### config.mk
export PLATFORM = sky130hd
export DESIGN_NAME = multicycle_ctrl_fsm
export DESIGN_NICKNAME = d
export VERILOG_FILES = /design/src/rtl/multicycle_ctrl_fsm.sv
export SDC_FILE = /design/constraint.sdc
export NUM_CORES = 1
export LEC_CHECK = 0
export ABC_AREA = 1
export CAP_MARGIN = 5
export CORE_MARGIN = 1
export CORE_UTILIZATION = 43
export DETAILED_ROUTE_END_ITERATION = 8
export HOLD_SLACK_MARGIN = 0.1
export PLACE_DENSITY_LB_ADDON = 0.2
export SYNTH_ARGS = -nofsm -noshare
export SYNTH_HDL_FRONTEND = slang
export SYNTH_SLANG_ARGS = --single-unit
### constraint.sdc
create_clock -name clk -period 1.8 [get_ports clk]
set_clock_uncertainty 0.2 [all_clocks]
set_input_delay 0.45 -clock clk [delete_from_list [all_inputs] [get_ports clk]]
set_output_delay 0.45 -clock clk [all_outputs]
set_load 0.01 [all_outputs]
### src/rtl/multicycle_ctrl_fsm.sv
// Hardwired IF/ID/EX/MEM/WB control sequencer for the multi-cycle RV32I datapath.
// Strobes and selects decode combinationally from state/opcode; traps latch sticky error flags.
module multicycle_ctrl_fsm #(
    parameter int unsigned MEM_TIMEOUT = 16
) (
    input  logic       clk,
    input  logic       reset,
    input  logic [6:0] opcode,
    input  logic       alu_bcond,
    input  logic       ecall_halt,
    input  logic       mem_ready,
    output logic       ir_write,
    output logic       i_or_d,
    output logic       mem_read,
    output logic       mem_write,
    output logic       reg_write,
    output logic [1:0] wb_sel,
    output logic       alu_src_a,
    output logic [1:0] alu_src_b,
    output logic [1:0] alu_ctrl_sel,
    output logic       pc_write,
    output logic [1:0] pc_source,
    output logic       is_halted,
    output logic       err_illegal,
    output logic       err_timeout,
    output logic [2:0] state
);

    localparam int unsigned CW = (MEM_TIMEOUT > 1) ? $clog2(MEM_TIMEOUT) : 1;
    localparam logic [CW-1:0] CNT_LAST = CW'(MEM_TIMEOUT - 1);

    localparam logic [6:0] OP_R      = 7'b0110011;
    localparam logic [6:0] OP_I      = 7'b0010011;
    localparam logic [6:0] OP_LOAD   = 7'b0000011;
    localparam logic [6:0] OP_STORE  = 7'b0100011;
    localparam logic [6:0] OP_BRANCH = 7'b1100011;
    localparam logic [6:0] OP_JAL    = 7'b1101111;
    localparam logic [6:0] OP_JALR   = 7'b1100111;
    localparam logic [6:0] OP_ECALL  = 7'b1110011;

    typedef enum logic [2:0] {
        S_IF   = 3'd0,
        S_ID   = 3'd1,
        S_EX   = 3'd2,
        S_MEM  = 3'd3,
        S_WB   = 3'd4,
        S_HALT = 3'd7
    } state_t;

    state_t        cur;
    logic [CW-1:0] wait_cnt;
    logic          is_r, is_i, is_ld, is_st, is_br, is_jal, is_jalr, is_ecall;
    logic          is_exec, timed_out;

    assign is_r      = (opcode == OP_R);
    assign is_i      = (opcode == OP_I);
    assign is_ld     = (opcode == OP_LOAD);
    assign is_st     = (opcode == OP_STORE);
    assign is_br     = (opcode == OP_BRANCH);
    assign is_jal    = (opcode == OP_JAL);
    assign is_jalr   = (opcode == OP_JALR);
    assign is_ecall  = (opcode == OP_ECALL);
    assign is_exec   = is_r | is_i | is_ld | is_st | is_br | is_jal | is_jalr;
    assign timed_out = (wait_cnt == CNT_LAST);
    assign state     = cur;

    always_ff @(posedge clk or negedge reset) begin
        if (!reset) begin
            cur         <= S_IF;
            wait_cnt    <= '0;
            err_illegal <= 1'b0;
            err_timeout <= 1'b0;
        end else begin
            case (cur)
                S_IF: begin
                    // mem_ready wins over a timeout landing in the same cycle
                    if (mem_ready) begin
                        cur      <= S_ID;
                        wait_cnt <= '0;
                    end else if (timed_out) begin
                        cur         <= S_HALT;
                        wait_cnt    <= '0;
                        err_timeout <= 1'b1;
                    end else begin
                        wait_cnt <= wait_cnt + CW'(1);
                    end
                end
                S_ID: begin
                    if (is_ecall) begin
                        cur <= ecall_halt ? S_HALT : S_IF;
                    end else if (is_exec) begin
                        cur <= S_EX;
                    end else begin
                        cur         <= S_HALT;
                        err_illegal <= 1'b1;
                    end
                end
                S_EX: begin
                    if (is_ld || is_st) begin
                        cur <= S_MEM;
                    end else if (is_br) begin
                        cur <= S_IF;
                    end else if (is_r || is_i || is_jal || is_jalr) begin
                        cur <= S_WB;
                    end else begin
                        cur         <= S_HALT;
                        err_illegal <= 1'b1;
                    end
                end
                S_MEM: begin
                    if (mem_ready) begin
                        cur      <= is_ld ? S_WB : S_IF;
                        wait_cnt <= '0;
                    end else if (timed_out) begin
                        cur         <= S_HALT;
                        wait_cnt    <= '0;
                        err_timeout <= 1'b1;
                    end else begin
                        wait_cnt <= wait_cnt + CW'(1);
                    end
                end
                S_WB:    cur <= S_IF;
                S_HALT:  cur <= S_HALT;
                default: cur <= S_IF;
            endcase
        end
    end

    always_comb begin
        ir_write     = 1'b0;
        i_or_d       = 1'b0;
        mem_read     = 1'b0;
        mem_write    = 1'b0;
        reg_write    = 1'b0;
        wb_sel       = 2'b00;
        alu_src_a    = 1'b0;
        alu_src_b    = 2'b00;
        alu_ctrl_sel = 2'b00;
        pc_write     = 1'b0;
        pc_source    = 2'b00;
        is_halted    = 1'b0;
        case (cur)
            S_IF: begin
                mem_read = 1'b1;
                ir_write = mem_ready;
            end
            S_ID: begin
                pc_write = is_ecall & ~ecall_halt;
            end
            S_EX: begin
                if (is_r) begin
                    alu_src_a    = 1'b1;
                    alu_ctrl_sel = 2'b01;
                end else if (is_i) begin
                    alu_src_a    = 1'b1;
                    alu_src_b    = 2'b10;
                    alu_ctrl_sel = 2'b01;
                end else if (is_ld || is_st || is_jalr) begin
                    alu_src_a    = 1'b1;
                    alu_src_b    = 2'b10;
                end else if (is_br) begin
                    alu_src_a    = 1'b1;
                    alu_ctrl_sel = 2'b10;
                    pc_write     = 1'b1;
                    pc_source    = alu_bcond ? 2'b01 : 2'b00;
                end
            end
            S_MEM: begin
                i_or_d    = 1'b1;
                mem_read  = is_ld;
                mem_write = is_st;
                pc_write  = is_st & mem_ready;
            end
            S_WB: begin
                reg_write = 1'b1;
                pc_write  = 1'b1;
                if (is_ld) begin
                    wb_sel = 2'b01;
                end else if (is_jal) begin
                    wb_sel    = 2'b10;
                    pc_source = 2'b01;
                end else if (is_jalr) begin
                    wb_sel    = 2'b10;
                    pc_source = 2'b10;
                end
            end
            S_HALT:  is_halted = 1'b1;
            default: ;
        endcase
        // state resets asynchronously to IF, so the fetch request must be masked here too
        if (!reset) begin
            ir_write  = 1'b0;
            mem_read  = 1'b0;
            mem_write = 1'b0;
            reg_write = 1'b0;
            pc_write  = 1'b0;
        end
    end

endmodule

==> impl_results.rst <==
.. list-table::
   :header-rows: 1

   * - Metric
     - Value
   * - Via Count
     - 1470
   * - Number of hold violations in the final report
     - 0
   * - Violated checks
     - setup timing
   * - Post-layout net count
     - 229
   * - Max-slew violation count
     - 0
   * - Flip-flop and latch count after synthesis
     - 9
   * - Pwr per Cell Area
     - 1140 mW/mm^2
   * - Crit-path max FO
     - 5
   * - Clk root buf
     - sky130_fd_sc_hd__clkbuf_4
   * - Number of different library cells in the post-synthesis netlist
     - 25
   * - Total gr overflow
     - 0
   * - Synth warnings
     - 0
   * - Area of the multi-input gates
     - 654 um^2
   * - Core area
     - 0.00178 mm^2
   * - Required time at the endpoint of the critical path
     - 1150 ps
   * - Cell with the largest stage delay on the worst path
     - sky130_fd_sc_hd__dfrtp_1
   * - Proportion of synthesized chip area in sequential cells
     - 0.268
   * - Number of antenna violations at the first check in global routing
     - 0
   * - Setup repair after global routing missed its margin
     - true
   * - Met3 Usage GRT
     - 0.0980
   * - Cell Area, Synth
     - 841 um^2
   * - Area of all sequential standard cells
     - 226 um^2
   * - Cell chain of the critical path
     - nand2_2, nor2_4, buf_6, nand4_1, nand2_1, nor2_1, nor2_2, buf_2
   * - Initial detailed-routing violation count
     - 141
   * - Die height
     - 46.2 um
   * - Total of fill cells in the finished design
     - 46
   * - Mean routed wirelength per cell
     - 20.0 um
   * - Maximum clock insertion buffer count
     - 2
   * - Crit end category
     - output port
   * - Global Route met1 Usage
     - 0.439
   * - Initial Util
     - 0.472
   * - CTS H-Tree Depth
     - 1
   * - Total clock buffers created by CTS
     - 3
   * - Maximum VDD drop
     - 1.03 mV
   * - First-pass GRT wire length
     - 5810 um
   * - Number of top-level design ports
     - 33
   * - Final Cycle Share
     - 1.25
   * - Max-cap violations
     - 0
   * - GR Util met2
     - 0.704
   * - Status
     - complete, but fails checks
   * - Cell count after synthesis
     - 135
   * - Clock tree from TritonCTS
     - done
   * - Die Width
     - 46.2 um
   * - Site Rows
     - 15
   * - DRC violation count after routing
     - 0
   * - Post-place instance area
     - 0.00146 mm^2
   * - Router iterations before antenna repair
     - 5
   * - Class of the worst hold path
     - reg -> reg
   * - Count of clock tree sinks
     - 9
   * - Cell family with most CP delay
     - simple AND/OR/NAND/NOR gates
   * - Post-route antenna net violation count
     - 0
   * - Clock transition at the registers of the reported paths
     - 70 ps
   * - Maximum number of pins on one net before global-route repair
     - 10
   * - Top achievable clock speed
     - 445 MHz
   * - Top cell type by total area after synthesis
     - sky130_fd_sc_hd__dfrtp_1
   * - Share of the synthesized area in the top cell type
     - 0.268
   * - Buf+Inv Stages, Crit Path
     - 2
   * - Number of global-route vias before repair
     - 1249
   * - Longest individual stage delay on the worst path
     - 460 ps
   * - GRT Resource Usage Total
     - 0.398
   * - Count of final setup violators
     - 19
   * - Detailed-route vias per instance
     - 6.13
   * - Leak Pwr
     - 0.913 nW
   * - Aggregate routed wire length
     - 4810 um
   * - Proportion of layout cells with a drive suffix above 1
     - 0.544
   * - Post-Synthesis Net Count
     - 148
   * - Synth-to-Final Area Change
     - 101%
   * - Worst setup path category
     - reg -> out
   * - Total die area
     - 0.00214 mm^2
   * - Most used routing layer
     - met2
   * - Placed wire-length estimate after detailed placement
     - 2310 um
   * - Number of antenna diodes
     - 0
   * - Count of buffers from port buffering
     - 31
   * - Worst path arrival time
     - 1600 ps
   * - Shortest clock period the worst path allows after layout
     - 2250 ps
   * - Clock latency of the later-clocked register in the worst-skew pair
     - 290 ps
   * - Type of element launching the critical path
     - flop
   * - Synth Area per Inst
     - 6.23 um^2
   * - Setup TNS
     - -5120 ps
   * - Setup WS post-layout
     - -448 ps
   * - Last weighted congestion value of the routability-driven placer
     - 0.872
   * - Non-Filler Cell Area, Final
     - 0.00169 mm^2
   * - Cell types occupying the most area after synthesis
     - sky130_fd_sc_hd__dfrtp_1 27%, sky130_fd_sc_hd__nand2_1 14%, sky130_fd_sc_hd__inv_1 10%
-- synthesized netlist by cell type --
library cell / instances
sky130_fd_sc_hd__nand2_1: 32
sky130_fd_sc_hd__inv_1: 23
sky130_fd_sc_hd__nor2_1: 16
sky130_fd_sc_hd__nand3_1: 15
sky130_fd_sc_hd__dfrtp_1: 9
sky130_fd_sc_hd__nand4_1: 6
sky130_fd_sc_hd__o21ai_0: 6
sky130_fd_sc_hd__nor3_1: 4
sky130_fd_sc_hd__a21oi_1: 3
sky130_fd_sc_hd__nand2_4: 3
sky130_fd_sc_hd__inv_2: 2
sky130_fd_sc_hd__nor2_4: 2
sky130_fd_sc_hd__o21ai_1: 2
sky130_fd_sc_hd__buf_4: 1
sky130_fd_sc_hd__clkinv_1: 1
sky130_fd_sc_hd__conb_1: 1
sky130_fd_sc_hd__ha_1: 1
sky130_fd_sc_hd__inv_4: 1
sky130_fd_sc_hd__nand2_2: 1
sky130_fd_sc_hd__nor2_2: 1
sky130_fd_sc_hd__nor3_2: 1
sky130_fd_sc_hd__nor3_4: 1
sky130_fd_sc_hd__nor4_1: 1
sky130_fd_sc_hd__o22ai_1: 1
sky130_fd_sc_hd__o31ai_2: 1
-- layout by cell type, fill, tap and decap left out, drive strengths merged --
cell type,count
a21oi,3
buf,62
dfrtp,9
clkdlybuf4s15,4
nor2,19
ha,1
clkbuf,5
conb,1
nand3,15
dlygate4sd3,1
nand4,6
o22ai,1
nand2,36
nor3,6
o21ai,8
clkdlybuf4s50,2
inv,25
dlygate4sd2,7
o31ai,1
clkinv,2
nor4,1
-- repair_timing --
action	CTS	global route
gates resized for setup	112	32
endpoints found under the setup margin	24	18
hold buffers	1	0
hold endpoints to repair	5	0
pin swaps	14	14
setup buffers	9	6
-- path summary, 6_finish.rpt --
kind                             startpoint     endpoint  slack [ps]  cells past startpoint
worst max-delay path               state[1]     pc_write        -450                      8
worst min-delay path            err_illegal  err_illegal         320                      2
worst max register to register     state[2]     state[2]         -80                     10
worst min register to register  err_illegal  err_illegal         320                      2
max in group asynchronous             reset  wait_cnt[1]         590                      3
min in group asynchronous             reset  wait_cnt[2]         640                      3
-- layout make-up --
cell class | instances | area share
repair buffers | 77 | 0.375
flip-flops and latches | 9 | 0.134
multi-input cells | 98 | 0.387
clock buffers | 4 | 0.0155
well taps | 25 | 0.0185
inverters | 27 | 0.0703
-- tightest hold or removal path: stages (launching register included) --
cell and delay (ps):
sky130_fd_sc_hd__dfrtp_1 370, sky130_fd_sc_hd__inv_1 60, sky130_fd_sc_hd__nand2_1 60
-- metal layers --
layer  part of all wire  up-vias
li1                   -      590
met1               0.34      662
met2               0.45      147
met3               0.11       71
met4              0.096        0
met5                  0        -
-- logic make-up after synthesis --
logic type	count (synthesis)	share of synthesized area
AOI/OAI and AO/OA	13	0.0878
adders and majority gates	1	0.0149
buffers and inverters	28	0.132
DFF	9	0.268
other	1	0.00446
and+or+nand+nor	83	0.493
-- metrics by stage --
stage | total power (W) | hold slack, ps | cells | util | setup slack, ps
after global routing | 0.00200 | 341 | 240 | 0.948 | -518
after CTS | 0.00165 | 277 | 236 | 0.888 | -345
final | 0.00192 | 321 | 240 | 0.948 | -448
after floorplan | 0.000867 | -45.6 | 135 | - | -8.91
after detailed placement | 0.00139 | 266 | 223 | 0.819 | -1070
after global placement | 0.00135 | 250 | 223 | 0.819 | -1020
-- report_power, final --
group / leakage, nW / internal, W / switching [W]
registers: 0.106 / 0.000273 / 0.000119
clock network: 0.0150 / 0.0000860 / 0.0000850
logic: 0.791 / 0.000604 / 0.000752
-- state kept, by name (all words and copies together) (netlist names) --
signal	count
err_illegal	1
err_timeout	1
state	3
wait_cnt	4
(Power assumes the default switching activity.)
